==> src/rtl/qwac_mvm_engine.sv <==
// Matrix-vector multiply engine: TE vectors multiplied by one MAT_R x MAT_C matrix.
// The engine loads its stores word by word, runs one MAC per lane per cycle, then
// streams the results lane-major over a valid/ready handshake.
module qwac_mvm_engine #(
  parameter int unsigned BITS  = 8,
  parameter int unsigned MAT_R = 8,
  parameter int unsigned MAT_C = 4,
  parameter int unsigned TE    = 2,
  parameter int unsigned SAT   = 0,
  localparam int unsigned ACC_BITS = 2 * BITS + $clog2(MAT_C),
  localparam int unsigned MN       = MAT_R * MAT_C,
  localparam int unsigned VN       = TE * MAT_C,
  localparam int unsigned AW       = ($clog2((MN > VN) ? MN : VN) > 0) ?
                                     $clog2((MN > VN) ? MN : VN) : 1,
  localparam int unsigned LW       = (TE > 1) ? $clog2(TE) : 1,
  localparam int unsigned RW       = (MAT_R > 1) ? $clog2(MAT_R) : 1
) (
  input  logic                       clock,
  input  logic                       reset,
  input  logic                       ld_valid,
  output logic                       ld_ready,
  input  logic                       ld_sel,
  input  logic [AW-1:0]              ld_addr,
  input  logic signed [BITS-1:0]     ld_data,
  input  logic                       start,
  output logic                       busy,
  output logic                       done,
  output logic                       out_valid,
  input  logic                       out_ready,
  output logic signed [ACC_BITS-1:0] out_data,
  output logic [LW-1:0]              out_lane,
  output logic [RW-1:0]              out_row,
  output logic                       out_sat,
  output logic [15:0]                cycle_count
);

  localparam int unsigned RN  = TE * MAT_R;
  localparam int unsigned CW  = (MAT_C > 1) ? $clog2(MAT_C) : 1;
  localparam int unsigned MIW = (MN > 1) ? $clog2(MN) : 1;
  localparam int unsigned VIW = (VN > 1) ? $clog2(VN) : 1;
  localparam int unsigned RIW = (RN > 1) ? $clog2(RN) : 1;

  localparam logic signed [ACC_BITS-1:0] SAT_MAX = ACC_BITS'((2 ** (BITS - 1)) - 1);
  localparam logic signed [ACC_BITS-1:0] SAT_MIN = ~SAT_MAX;

  typedef enum logic [1:0] {
    S_IDLE    = 2'd0,
    S_COMPUTE = 2'd1,
    S_OUTPUT  = 2'd2
  } state_e;

  state_e state_q, state_d;

  logic [RW-1:0]  r_q, r_d;
  logic [CW-1:0]  c_q, c_d;
  logic [15:0]    cycle_count_q, cycle_count_d;
  logic           busy_q, busy_d;
  logic           done_q, done_d;
  logic           ld_ready_q, ld_ready_d;
  logic           out_valid_q, out_valid_d;
  logic           out_sat_q, out_sat_d;
  logic signed [ACC_BITS-1:0] out_data_q, out_data_d;
  logic [LW-1:0]  out_lane_q, out_lane_d;
  logic [RW-1:0]  out_row_q, out_row_d;

  logic           mat_we, vec_we, res_we;
  logic           load_word;
  logic [LW-1:0]  fetch_lane;
  logic [RW-1:0]  fetch_row;
  logic signed [ACC_BITS-1:0] fetch_word;

  // Storage: not reset, contents undefined until loaded
  logic signed [BITS-1:0]     mat_mem [MN];
  logic signed [BITS-1:0]     vec_mem [VN];
  logic signed [ACC_BITS-1:0] res_mem [RN];

  logic signed [BITS-1:0]     mat_elem;
  logic signed [BITS-1:0]     vec_elem [TE];
  logic signed [ACC_BITS-1:0] acc_base [TE];
  logic signed [ACC_BITS-1:0] prod     [TE];
  logic signed [ACC_BITS-1:0] acc_sum  [TE];
  logic signed [ACC_BITS-1:0] acc_q    [TE];
  logic signed [ACC_BITS-1:0] acc_d    [TE];

  // MAC datapath: shared matrix element against each lane's vector element
  always_comb begin
    mat_elem = mat_mem[MIW'(32'(r_q) * MAT_C + 32'(c_q))];
    for (int unsigned t = 0; t < TE; t++) begin
      vec_elem[t] = vec_mem[VIW'(32'(t) * MAT_C + 32'(c_q))];
      if (c_q == '0) begin
        acc_base[t] = '0;
      end else begin
        acc_base[t] = acc_q[t];
      end
      prod[t]    = ACC_BITS'(mat_elem) * ACC_BITS'(vec_elem[t]);
      acc_sum[t] = acc_base[t] + prod[t];
      acc_d[t]   = (state_q == S_COMPUTE) ? acc_sum[t] : acc_q[t];
    end
  end

  // Control FSM: sequencing, load acceptance, handshake and run counter
  always_comb begin
    state_d       = state_q;
    r_d           = r_q;
    c_d           = c_q;
    cycle_count_d = cycle_count_q;
    out_valid_d   = out_valid_q;
    done_d        = 1'b0;
    mat_we        = 1'b0;
    vec_we        = 1'b0;
    res_we        = 1'b0;
    load_word     = 1'b0;
    fetch_lane    = '0;
    fetch_row     = '0;

    if (state_q != S_IDLE && cycle_count_q != 16'hFFFF) begin
      cycle_count_d = cycle_count_q + 16'd1;
    end

    case (state_q)
      S_IDLE: begin
        if (ld_valid) begin
          mat_we = !ld_sel && (32'(ld_addr) < MN);
          vec_we = ld_sel && (32'(ld_addr) < VN);
        end
        if (start) begin
          state_d       = S_COMPUTE;
          r_d           = '0;
          c_d           = '0;
          cycle_count_d = 16'd0;
        end
      end
      S_COMPUTE: begin
        if (c_q == CW'(MAT_C - 1)) begin
          res_we = 1'b1;
          c_d    = '0;
          if (r_q == RW'(MAT_R - 1)) begin
            state_d     = S_OUTPUT;
            out_valid_d = 1'b1;
            load_word   = 1'b1;
          end else begin
            r_d = r_q + RW'(1);
          end
        end else begin
          c_d = c_q + CW'(1);
        end
      end
      S_OUTPUT: begin
        if (out_ready) begin
          if (out_lane_q == LW'(TE - 1) && out_row_q == RW'(MAT_R - 1)) begin
            state_d     = S_IDLE;
            out_valid_d = 1'b0;
            done_d      = 1'b1;
          end else begin
            load_word = 1'b1;
            if (out_row_q == RW'(MAT_R - 1)) begin
              fetch_lane = out_lane_q + LW'(1);
              fetch_row  = '0;
            end else begin
              fetch_lane = out_lane_q;
              fetch_row  = out_row_q + RW'(1);
            end
          end
        end
      end
      default: begin
        state_d = S_IDLE;
      end
    endcase

    ld_ready_d = (state_d == S_IDLE);
    busy_d     = (state_d != S_IDLE);
  end

  // Result word fetch; bypasses the row being written on the final MAC cycle
  always_comb begin
    fetch_word = res_mem[RIW'(32'(fetch_lane) * MAT_R + 32'(fetch_row))];
    if (res_we && fetch_row == r_q) begin
      fetch_word = acc_sum[fetch_lane];
    end
  end

  // Output word register with optional clipping to the element range
  always_comb begin
    out_data_d = out_data_q;
    out_lane_d = out_lane_q;
    out_row_d  = out_row_q;
    out_sat_d  = out_sat_q;
    if (load_word) begin
      out_lane_d = fetch_lane;
      out_row_d  = fetch_row;
      out_data_d = fetch_word;
      out_sat_d  = 1'b0;
      if (SAT == 1) begin
        if (fetch_word > SAT_MAX) begin
          out_data_d = SAT_MAX;
          out_sat_d  = 1'b1;
        end else if (fetch_word < SAT_MIN) begin
          out_data_d = SAT_MIN;
          out_sat_d  = 1'b1;
        end
      end
    end
  end

  // Control and output registers
  always_ff @(posedge clock or negedge reset) begin
    if (!reset) begin
      state_q       <= S_IDLE;
      r_q           <= '0;
      c_q           <= '0;
      cycle_count_q <= '0;
      busy_q        <= 1'b0;
      done_q        <= 1'b0;
      ld_ready_q    <= 1'b1;
      out_valid_q   <= 1'b0;
      out_sat_q     <= 1'b0;
      out_data_q    <= '0;
      out_lane_q    <= '0;
      out_row_q     <= '0;
      for (int unsigned t = 0; t < TE; t++) begin
        acc_q[t] <= '0;
      end
    end else begin
      state_q       <= state_d;
      r_q           <= r_d;
      c_q           <= c_d;
      cycle_count_q <= cycle_count_d;
      busy_q        <= busy_d;
      done_q        <= done_d;
      ld_ready_q    <= ld_ready_d;
      out_valid_q   <= out_valid_d;
      out_sat_q     <= out_sat_d;
      out_data_q    <= out_data_d;
      out_lane_q    <= out_lane_d;
      out_row_q     <= out_row_d;
      for (int unsigned t = 0; t < TE; t++) begin
        acc_q[t] <= acc_d[t];
      end
    end
  end

  // Matrix, vector and result stores
  always_ff @(posedge clock) begin
    if (mat_we) begin
      mat_mem[MIW'(ld_addr)] <= ld_data;
    end
    if (vec_we) begin
      vec_mem[VIW'(ld_addr)] <= ld_data;
    end
    if (res_we) begin
      for (int unsigned t = 0; t < TE; t++) begin
        res_mem[RIW'(32'(t) * MAT_R + 32'(r_q))] <= acc_sum[t];
      end
    end
  end

  assign ld_ready    = ld_ready_q;
  assign busy        = busy_q;
  assign done        = done_q;
  assign out_valid   = out_valid_q;
  assign out_data    = out_data_q;
  assign out_lane    = out_lane_q;
  assign out_row     = out_row_q;
  assign out_sat     = out_sat_q;
  assign cycle_count = cycle_count_q;

endmodule
==> config.mk <==
export PLATFORM = sky130hd
export DESIGN_NAME = qwac_mvm_engine
export DESIGN_NICKNAME = d
export VERILOG_FILES = /design/src/rtl/qwac_mvm_engine.sv
export SDC_FILE = /design/constraint.sdc
export NUM_CORES = 1
export LEC_CHECK = 0
export ABC_AREA = 1
export CORE_ASPECT_RATIO = 1.2
export CORE_MARGIN = 2
export CORE_UTILIZATION = 30
export DETAILED_ROUTE_END_ITERATION = 16
export HOLD_SLACK_MARGIN = 0.05
export MAX_ROUTING_LAYER = met4
export SLEW_MARGIN = 25
export SYNTH_ARGS = -nofsm -noshare
export SYNTH_HDL_FRONTEND = slang
export SYNTH_SLANG_ARGS = --single-unit
==> constraint.sdc <==
create_clock -name clock -period 6.25 [get_ports clock]
set_input_delay 0.9375 -clock clock [delete_from_list [all_inputs] [get_ports clock]]
set_output_delay 0.9375 -clock clock [all_outputs]
set_load 0.02 [all_outputs]
Word-level counts from Yosys, hierarchy flattened
Memories as Yosys holds them, arrays and structs flattened. A register that Yosys moved wholly into a read port is not among the register bits. Cells that the tools add are included.

Register bits after elaboration: 67. Bits in latches: 0. Memory bits (writable): 608. Bits in read-only memories: 0. Output and inout bits: 43. Memories kept: 3.

$add $sub $neg: 11. Multiply operators: 2. Div/mod/pow operators: 0. Magnitude comparators: 1. Equality and inequality tests: 12. Shifts and indexed selects: 0. Mux-type cells: 51. Bitwise operators: 0. Reduce and logical (&&, ||, !) cells: 15.

Memory list: res_mem (words 16, bits a word 18, read ports 1, clocked after Yosys merged registers in 1, wr ports 2, RTL line 75) `logic signed [ACC_BITS-1:0] res_mem [RN];`; mat_mem (words 32, bits a word 8, read ports 1, clocked after Yosys merged registers in 0, wr ports 1, RTL line 73) `logic signed [BITS-1:0] mat_mem [MN];`; vec_mem (words 8, bits a word 8, read ports 2, clocked after Yosys merged registers in 0, wr ports 1, RTL line 74) `logic signed [BITS-1:0] vec_mem [VN];`.

Operators with widths (count): 16-bit 2-to-1 mux (3); 18-bit by 16-bit adder with 18-bit output (2); 18-bit 2-to-1 mux (2); 8-bit by 8-bit multiplier with 16-bit output (2); 1-bit 2-to-1 mux (27); 3-bit 2-to-1 mux (7); 16-bit by 1-bit adder with 16-bit output (second input constant) (1); 16-bit inequality test (second input constant) (1); 2-bit 2-to-1 mux (7); 2-bit inequality test (second input constant) (4); 2-bit nonzero test (4); 3-bit by 1-bit adder with 3-bit output (second input constant) (2); 3-bit equality test (second input constant) (2); 2-bit logical NOT (3); 2-bit case mux with 3 select lines (1); 3-bit case mux with 2 select lines (1); 5-bit by 2-bit adder with 5-bit output (1); 5-bit by 4-bit less-than comparator with 1-bit output (second input constant) (1); 5-bit AND reduction (1); 4-bit by 3-bit adder with 4-bit output (1); 4-bit by 3-bit adder with 4-bit output (first input constant) (1); 2-bit equality test (second input constant) (2); 2-bit by 1-bit inequality test with 1-bit output (second input constant) (2); 1-bit case mux with 2 select lines (2); 9 further kinds (12).

Logic depth before layout (Yosys ltp)
Gate-level depths: netlist (run 1).

Depth after elaboration: 6. Depth in mapped cells: 34. Gate-level depth less buffers: 30.

Worst setup path after synthesis (run 1)
OpenSTA, ideal clock, no wires.

Path kind: register -> register. From: register c_q[1]. To: memory res_mem[0][14] in the netlist's numbering, data pin. Library setup time: 0.275 ns. Arrival: 5.888 ns. Required time: 5.975 ns. Path slack: 0.088 ns. Cell stages (with the launch flop): 23. Clock period less this slack: 6.162 ns. Cells stage by stage: dfrtp_1 -> buf_2 -> inv_2 -> buf_6 -> buf_6 -> buf_2 -> a21oi_1 -> a32oi_2 -> inv_1 -> nor2_1 -> fa_1 -> fa_1 -> fa_1 -> fa_1 -> fa_1 -> ha_1 -> a21oi_1 -> nand2_1 -> nand2_1 -> o211ai_1 -> nand2_1 -> nand3_1 -> and2_1.

RTL lines: start, declared (RTL line 55) `logic [CW-1:0] c_q, c_d;`; start signal, assigned (RTL line 211) `c_q <= '0;`; start signal, assigned (RTL line 227) `c_q <= c_d;`; end, declared (RTL line 75).

==> results_dict.tcl, run 1 <==
set metrics [dict create \
    avgSynthCellArea_um2 10.2 \
    core_area_mm2 0.121 \
    r2r-end "res_mem[5][17]" \
    slowest_delay_ns 0.56 \
    root_buffer "clkbuf_16" \
    grt_pass1_vias 24700 \
    crit_required_ns 6.64 \
    synth_ff_type "edfxtp_1" \
    drive_above_1_share_pct 8.91 \
    fin_crit_sh_pct 96.3 \
    cts_buffers 77 \
    io_buffers 60 \
    ant_nets 0 \
    maxCapViolCount 0 \
    worstSkewPairLatency_ns 0.66 \
    ctsHoldBuffers 0 \
    cp-end-kind "flop" \
    fmax_mhz 166 \
    drc 0 \
    clockBufferDepth 3 \
    reg2reg_from "c_q[0]" \
    use_met1_pct 19.0 \
    die_w_um 322 \
    htree_levels 3 \
    whs_ns 0.305 \
    clock_skew_ns 0.0454 \
    antenna_found_initial 2 \
    finalSetupViolCount 0 \
    synth-edff-count 608 \
    critPathLaunchType "flop" \
    initial_utilization_pct 30.1 \
    final_area_mm2 0.0421 \
    gp_congestion 0.882 \
    routed_wl_um 91800 \
    hold_path.class "in -> async" \
    utilization_pct 34.8 \
    grt_use_total_pct 15.2 \
    grtUsageMet2_pct 25.6 \
    layout.nets 3943 \
    status "completed" \
    finalCriticalPeriod_ns 6.02 \
    yosys_warnings 0 \
    path_class "reg -> reg" \
    hold_violations 0 \
    gr-total-overflow 0 \
    grt_pass1_wl_um 143000 \
    relSlewSlack_pct 30.4 \
    synth.net_count 3834 \
    synth-seq-cells 693 \
    synth-seq-area-share_pct 56.0 \
    worst-r2r-cell-count 30 \
    use_met3_pct 2.11 \
    cp_slowest_cell "dfrtp_4" \
    firstDrtPassIters 6 \
    placementRows 140 \
    dieArea_mm2 0.124 \
    grt.busiest_layer "met2" \
    synthArstFlopShare_pct 12.3 \
    dp_slack_ns 0.0751 \
    n_antenna_cell 0 \
    wire_per_inst_um 17.4 \
    top_level_ports 62 \
    tightest_slew_ns 1.04 \
    fillers 11900 \
    clkSinkCount 693 \
    ys_types 44 \
    crit_top_cell "nand2_1" \
    num_vias 24900 \
    dpl_cell_area_mm2 0.0392 \
    rrSetupSlack_ns 0.23 \
    drt_first_iter_violations 1809 \
    syn_inst 3555 \
    grt_max_degree 85 \
    clk_pin_slew_worst_paths_ns 0.06 \
    syn2layout_area_growth_pct 15.5 \
    dp_hpwl_um 57800 \
    crit_fanout 9 \
    slew_violations 0 \
    finalWorstSetupSlack_ns 0.232 \
    syn_area_mm2 0.0364 \
    via_per_inst 4.71 \
    fp.dieH_um 386 \
    cts_tree "yes" \
    worstPathArrival_ns 6.41 \
]
sequential cells by signal, summed over array words and instances (netlist names):
| name | flops |
|---|---|
| busy | 1 |
| res_mem | 288 |
| out_valid | 1 |
| acc_q | 36 |
| ld_ready | 1 |
| out_data | 18 |
| cycle_count | 16 |
| mat_mem | 256 |
| state_q | 2 |
| r_q | 3 |
| vec_mem | 64 |
| c_q | 2 |
| out_lane | 1 |
| out_row | 3 |
| done | 1 |
layer usage:
layer	share of wire, %	vias to the layer above
li1	-	11900
met1	43	12200
met2	49	701
met3	5.5	164
met4	2.6	0
met5	0	-
per-stage QoR:
| stage | cells | TNS [ns] |
|---|---|---|
| 3_3_place_gp | 5134 | 0 |
| 2_1_floorplan | 3555 | 0 |
| 5_1_grt | 5289 | -0.00199 |
| 4_1_cts | 5276 | 0 |
| 6_report | 5289 | 0 |
| 3_5_place_dp | 5134 | 0 |
Yosys cell counts (2+ instances only):
library cell,instances,area (um^2)
a21oi_1,33,165
xor2_1,24,210
nor3_1,19,95.1
xnor2_1,8,70.1
dfrtp_1,84,2100
a211oi_1,3,22.5
inv_2,11,41.3
fa_1,160,3200
ha_1,100,1250
nor2_1,216,811
nand3_2,2,20.0
a32oi_1,4,35.0
clkinv_1,5,18.8
o21ai_0,40,200
a32oi_2,3,48.8
o21ai_1,2,10.0
o21bai_1,2,15.0
o22ai_1,2,12.5
nor2_2,4,25.0
and2_1,10,62.6
edfxtp_1,608,18300
or2_2,14,87.6
buf_1,9,33.8
buf_6,14,158
nand2_1,932,3500
nand3_1,582,2910
nand4_1,7,43.8
inv_1,452,1700
a32oi_4,6,165
nand3b_1,39,293
clkbuf_1,39,146
or2_1,8,50.1
nand2_2,4,25.0
buf_4,23,173
buf_2,75,375
a21boi_0,3,22.5
worst max path at each step:
stage / end / depth (start not counted) / startpoint / slack, ns
2_1_floorplan: res_mem[0][14] / 22 / c_q[1] / 0.09
3_3_place_gp: res_mem[10][17] / 28 / c_q[0] / 0.11
3_5_place_dp: res_mem[14][16] / 24 / c_q[0] / 0.08
4_1_cts: res_mem[9][16] / 24 / c_q[0] / 0.02
5_1_grt: res_mem[5][17] / 29 / c_q[0] / -0.002
6_report: res_mem[5][17] / 30 / c_q[0] / 0.23
cell usage in the layout (no fill, tap or decap), types with 16 or more instances in the layout:
cell and count:
a21oi_1 32, ha_1 93, nand2_1 924, dfrtp_1 82, nand3_1 582, nor2_1 210
buf_4 109, clkbuf_16 81, fa_1 159, xor2_1 20, o21ai_0 39, clkinv_1 22
clkdlybuf4s50_1 59, inv_1 450, edfxtp_1 608, nand3b_1 39, clkbuf_1 16
critical path, delay by kind of cell (launching register included):
kind | cells | cell delay [ns]
compound gates | 1 | 0.15
fa+ha+maj | 6 | 2.54
buf+inv | 8 | 1.02
flops | 1 | 0.56
simple gates | 15 | 1.46
logic make-up after synthesis:
family	after synthesis	synth area share [%]
fa+ha+maj	260	12.2
flops	693	56.0
xor+xnor	32	0.769
compound gates	102	2.00
other cells	1	0.0103
buf+inv	629	7.28
simple gates	1838	21.8
area by class of cell:
class | instances | area (um^2) | area share (%)
sequential | 693 | 20400 | 48.5
multi-input combinational | 2233 | 13600 | 32.3
clock buffer | 95 | 2010 | 4.79
tap | 1562 | 1950 | 4.65
timing repair buffer | 190 | 1850 | 4.41
inverter | 469 | 1780 | 4.24
clock inverter | 47 | 477 | 1.13
repair_timing:
| action | CTS | global route |
|---|---|---|
| resized for setup | 0 | 46 |
| setup buffers | 0 | 9 |
| hold endpoints to repair | 0 | 0 |
| endpoints found under the setup margin | 0 | 149 |
Power of run 1 is left out: the tool's default activity adds up to more than one toggle a clock period on the data nets, which glitch-free logic cannot reach.
==> inputs of run 2 (changes only) <==
MAX_ROUTING_LAYER = unset   (was met4)
SLEW_MARGIN = 5   (was 25)
TNS_END_PERCENT = 100   (was unset)
==> results_dict.tcl, run 2 (synthesis results as in run 1) <==
set metrics [dict create \
    status "completed" \
    clkSinkCount 693 \
    m1WireLength_um 39100 \
    largest_reg_flops 288 \
    final_common_cell "nand2_1" \
    finalSetupViolCount 0 \
    reg.largest.list "res_mem (288), mat_mem (256), vec_mem (64)" \
    crit_top_cell "nand2_1" \
    root_buffer "clkbuf_16" \
    dp_slack_ns 0.0751 \
    wl_met3_um 5010 \
    layout.nets 3943 \
    crit_family "adder cells" \
    firstDrtPassIters 5 \
    fp.dieH_um 386 \
    finalWorstSetupSlack_ns 0.210 \
    initial_utilization_pct 30.1 \
    cp-end-kind "flop" \
    crit_required_ns 6.64 \
    reg2reg_from "c_q[0]" \
    gp_congestion 0.868 \
    cp-startpoint "c_q[0]" \
    top_layer_used "met4" \
    final_cell_mix "924 x nand2_1, 608 x edfxtp_1, 582 x nand3_1" \
    die_w_um 322 \
    dp.cells 5134 \
    worstPathArrival_ns 6.43 \
    tightest_slew_ns 1.07 \
    cp_num_buf_inv 8 \
    slowest_delay_ns 0.56 \
    htree_levels 3 \
    hold_violations 0 \
    crit_fanout 9 \
    worst-r2r-cell-count 30 \
    worstSkewPairLatency_ns 0.66 \
    grt_max_degree 85 \
    dpl_cell_area_mm2 0.0392 \
    stdcell_count 5289 \
    grt_use_total_pct 14.8 \
    placementRows 140 \
    drt_first_iter_violations 1789 \
    num_vias 24800 \
    wire_per_inst_um 17.3 \
    finalCriticalPeriod_ns 6.04 \
    fillers 11900 \
    cp.depth 30 \
    antenna_found_initial 2 \
    drive_above_1_share_pct 8.93 \
    path_class "reg -> reg" \
    top_register "res_mem" \
    core_area_mm2 0.121 \
    clock_skew_ns 0.0436 \
    via_per_inst 4.70 \
    clk_pin_slew_worst_paths_ns 0.06 \
    routed_wl_um 91700 \
    dr_wl_met2_um 45200 \
    syn2layout_area_growth_pct 15.5 \
    grt_pass1_vias 24800 \
    dp_hpwl_um 57800 \
    ant_nets 0 \
    drc 0 \
    slew_violations 0 \
    fmax_mhz 166 \
    io_buffers 60 \
    final_area_mm2 0.0421 \
    dieArea_mm2 0.124 \
    ctsHoldBuffers 0 \
    hold_path.class "in -> async" \
    n_antenna_cell 0 \
    setup-tns-final_ns 0 \
    cp_slowest_cell "dfrtp_4" \
    critPathLaunchType "flop" \
    gr-total-overflow 0 \
    cts_tree "yes" \
    grt_pass1_wl_um 143000 \
    clockBufferDepth 3 \
    cts_buffers 77 \
    top_level_ports 62 \
    maxCapViolCount 0 \
    relSlewSlack_pct 28.7 \
    fin_crit_sh_pct 96.6 \
]
run 2: cell counts in the layout (fill, tap and decap cells not counted):
Identical to the previous run, type by type.
run 2: final cells by class:
type	instances	area (um^2)	area share, %
multi-input combinational	2233	13600	32.3
clock inverter	47	477	1.13
sequential	693	20400	48.5
inverter	469	1780	4.24
clock buffer	95	2010	4.79
timing repair buffer	190	1850	4.41
tap	1562	1950	4.65
run 2: stage by stage:
stage,hold WS [ns],util [%]
floorplan,0.442,-
CTS,0.316,34.5
global placement,0.457,32.5
global route,0.340,34.8
finish,0.302,34.8
detailed placement,0.463,32.5
run 2: what timing repair did:
item | 4_1_cts | 5_1_grt
setup endpoints to repair | 0 | 149
resized for setup | 0 | 47
hold endpoints to repair | 0 | 0
setup buffers | 0 | 9
run 2: worst paths after layout:
check                                       to  slack (ns)
worst min-delay path                      done        0.30
worst min register to register        acc_q[3]        0.48
worst max-delay path            res_mem[5][17]        0.21
min in group clock                    acc_q[3]        0.48
worst max register to register  res_mem[5][17]        0.21
max in group asynchronous               c_q[1]        4.75
run 2: worst reg2reg max path: cells and delay by family (launching register included):
kind | cells | cell delay, ns
fa+ha+maj | 6 | 2.54
simple gates | 15 | 1.48
buf+inv | 8 | 1.04
flops | 1 | 0.56
compound gates | 1 | 0.15
run 2: metal layers:
layer	global-route usage [%]	up-vias
li1	-	11900
met1	19.0	12100
met2	25.5	700
met3	2.13	162
met4	5.12	0
met5	0	-
Power of run 2 is left out for the same reason.
==> inputs of run 3 (changes only) <==
SLEW_MARGIN = 10   (was 5)
==> results of run 3 <==
No change in the layout: final DEF, timing and power equal those of run 2.
Power of run 3 is left out for the same reason.
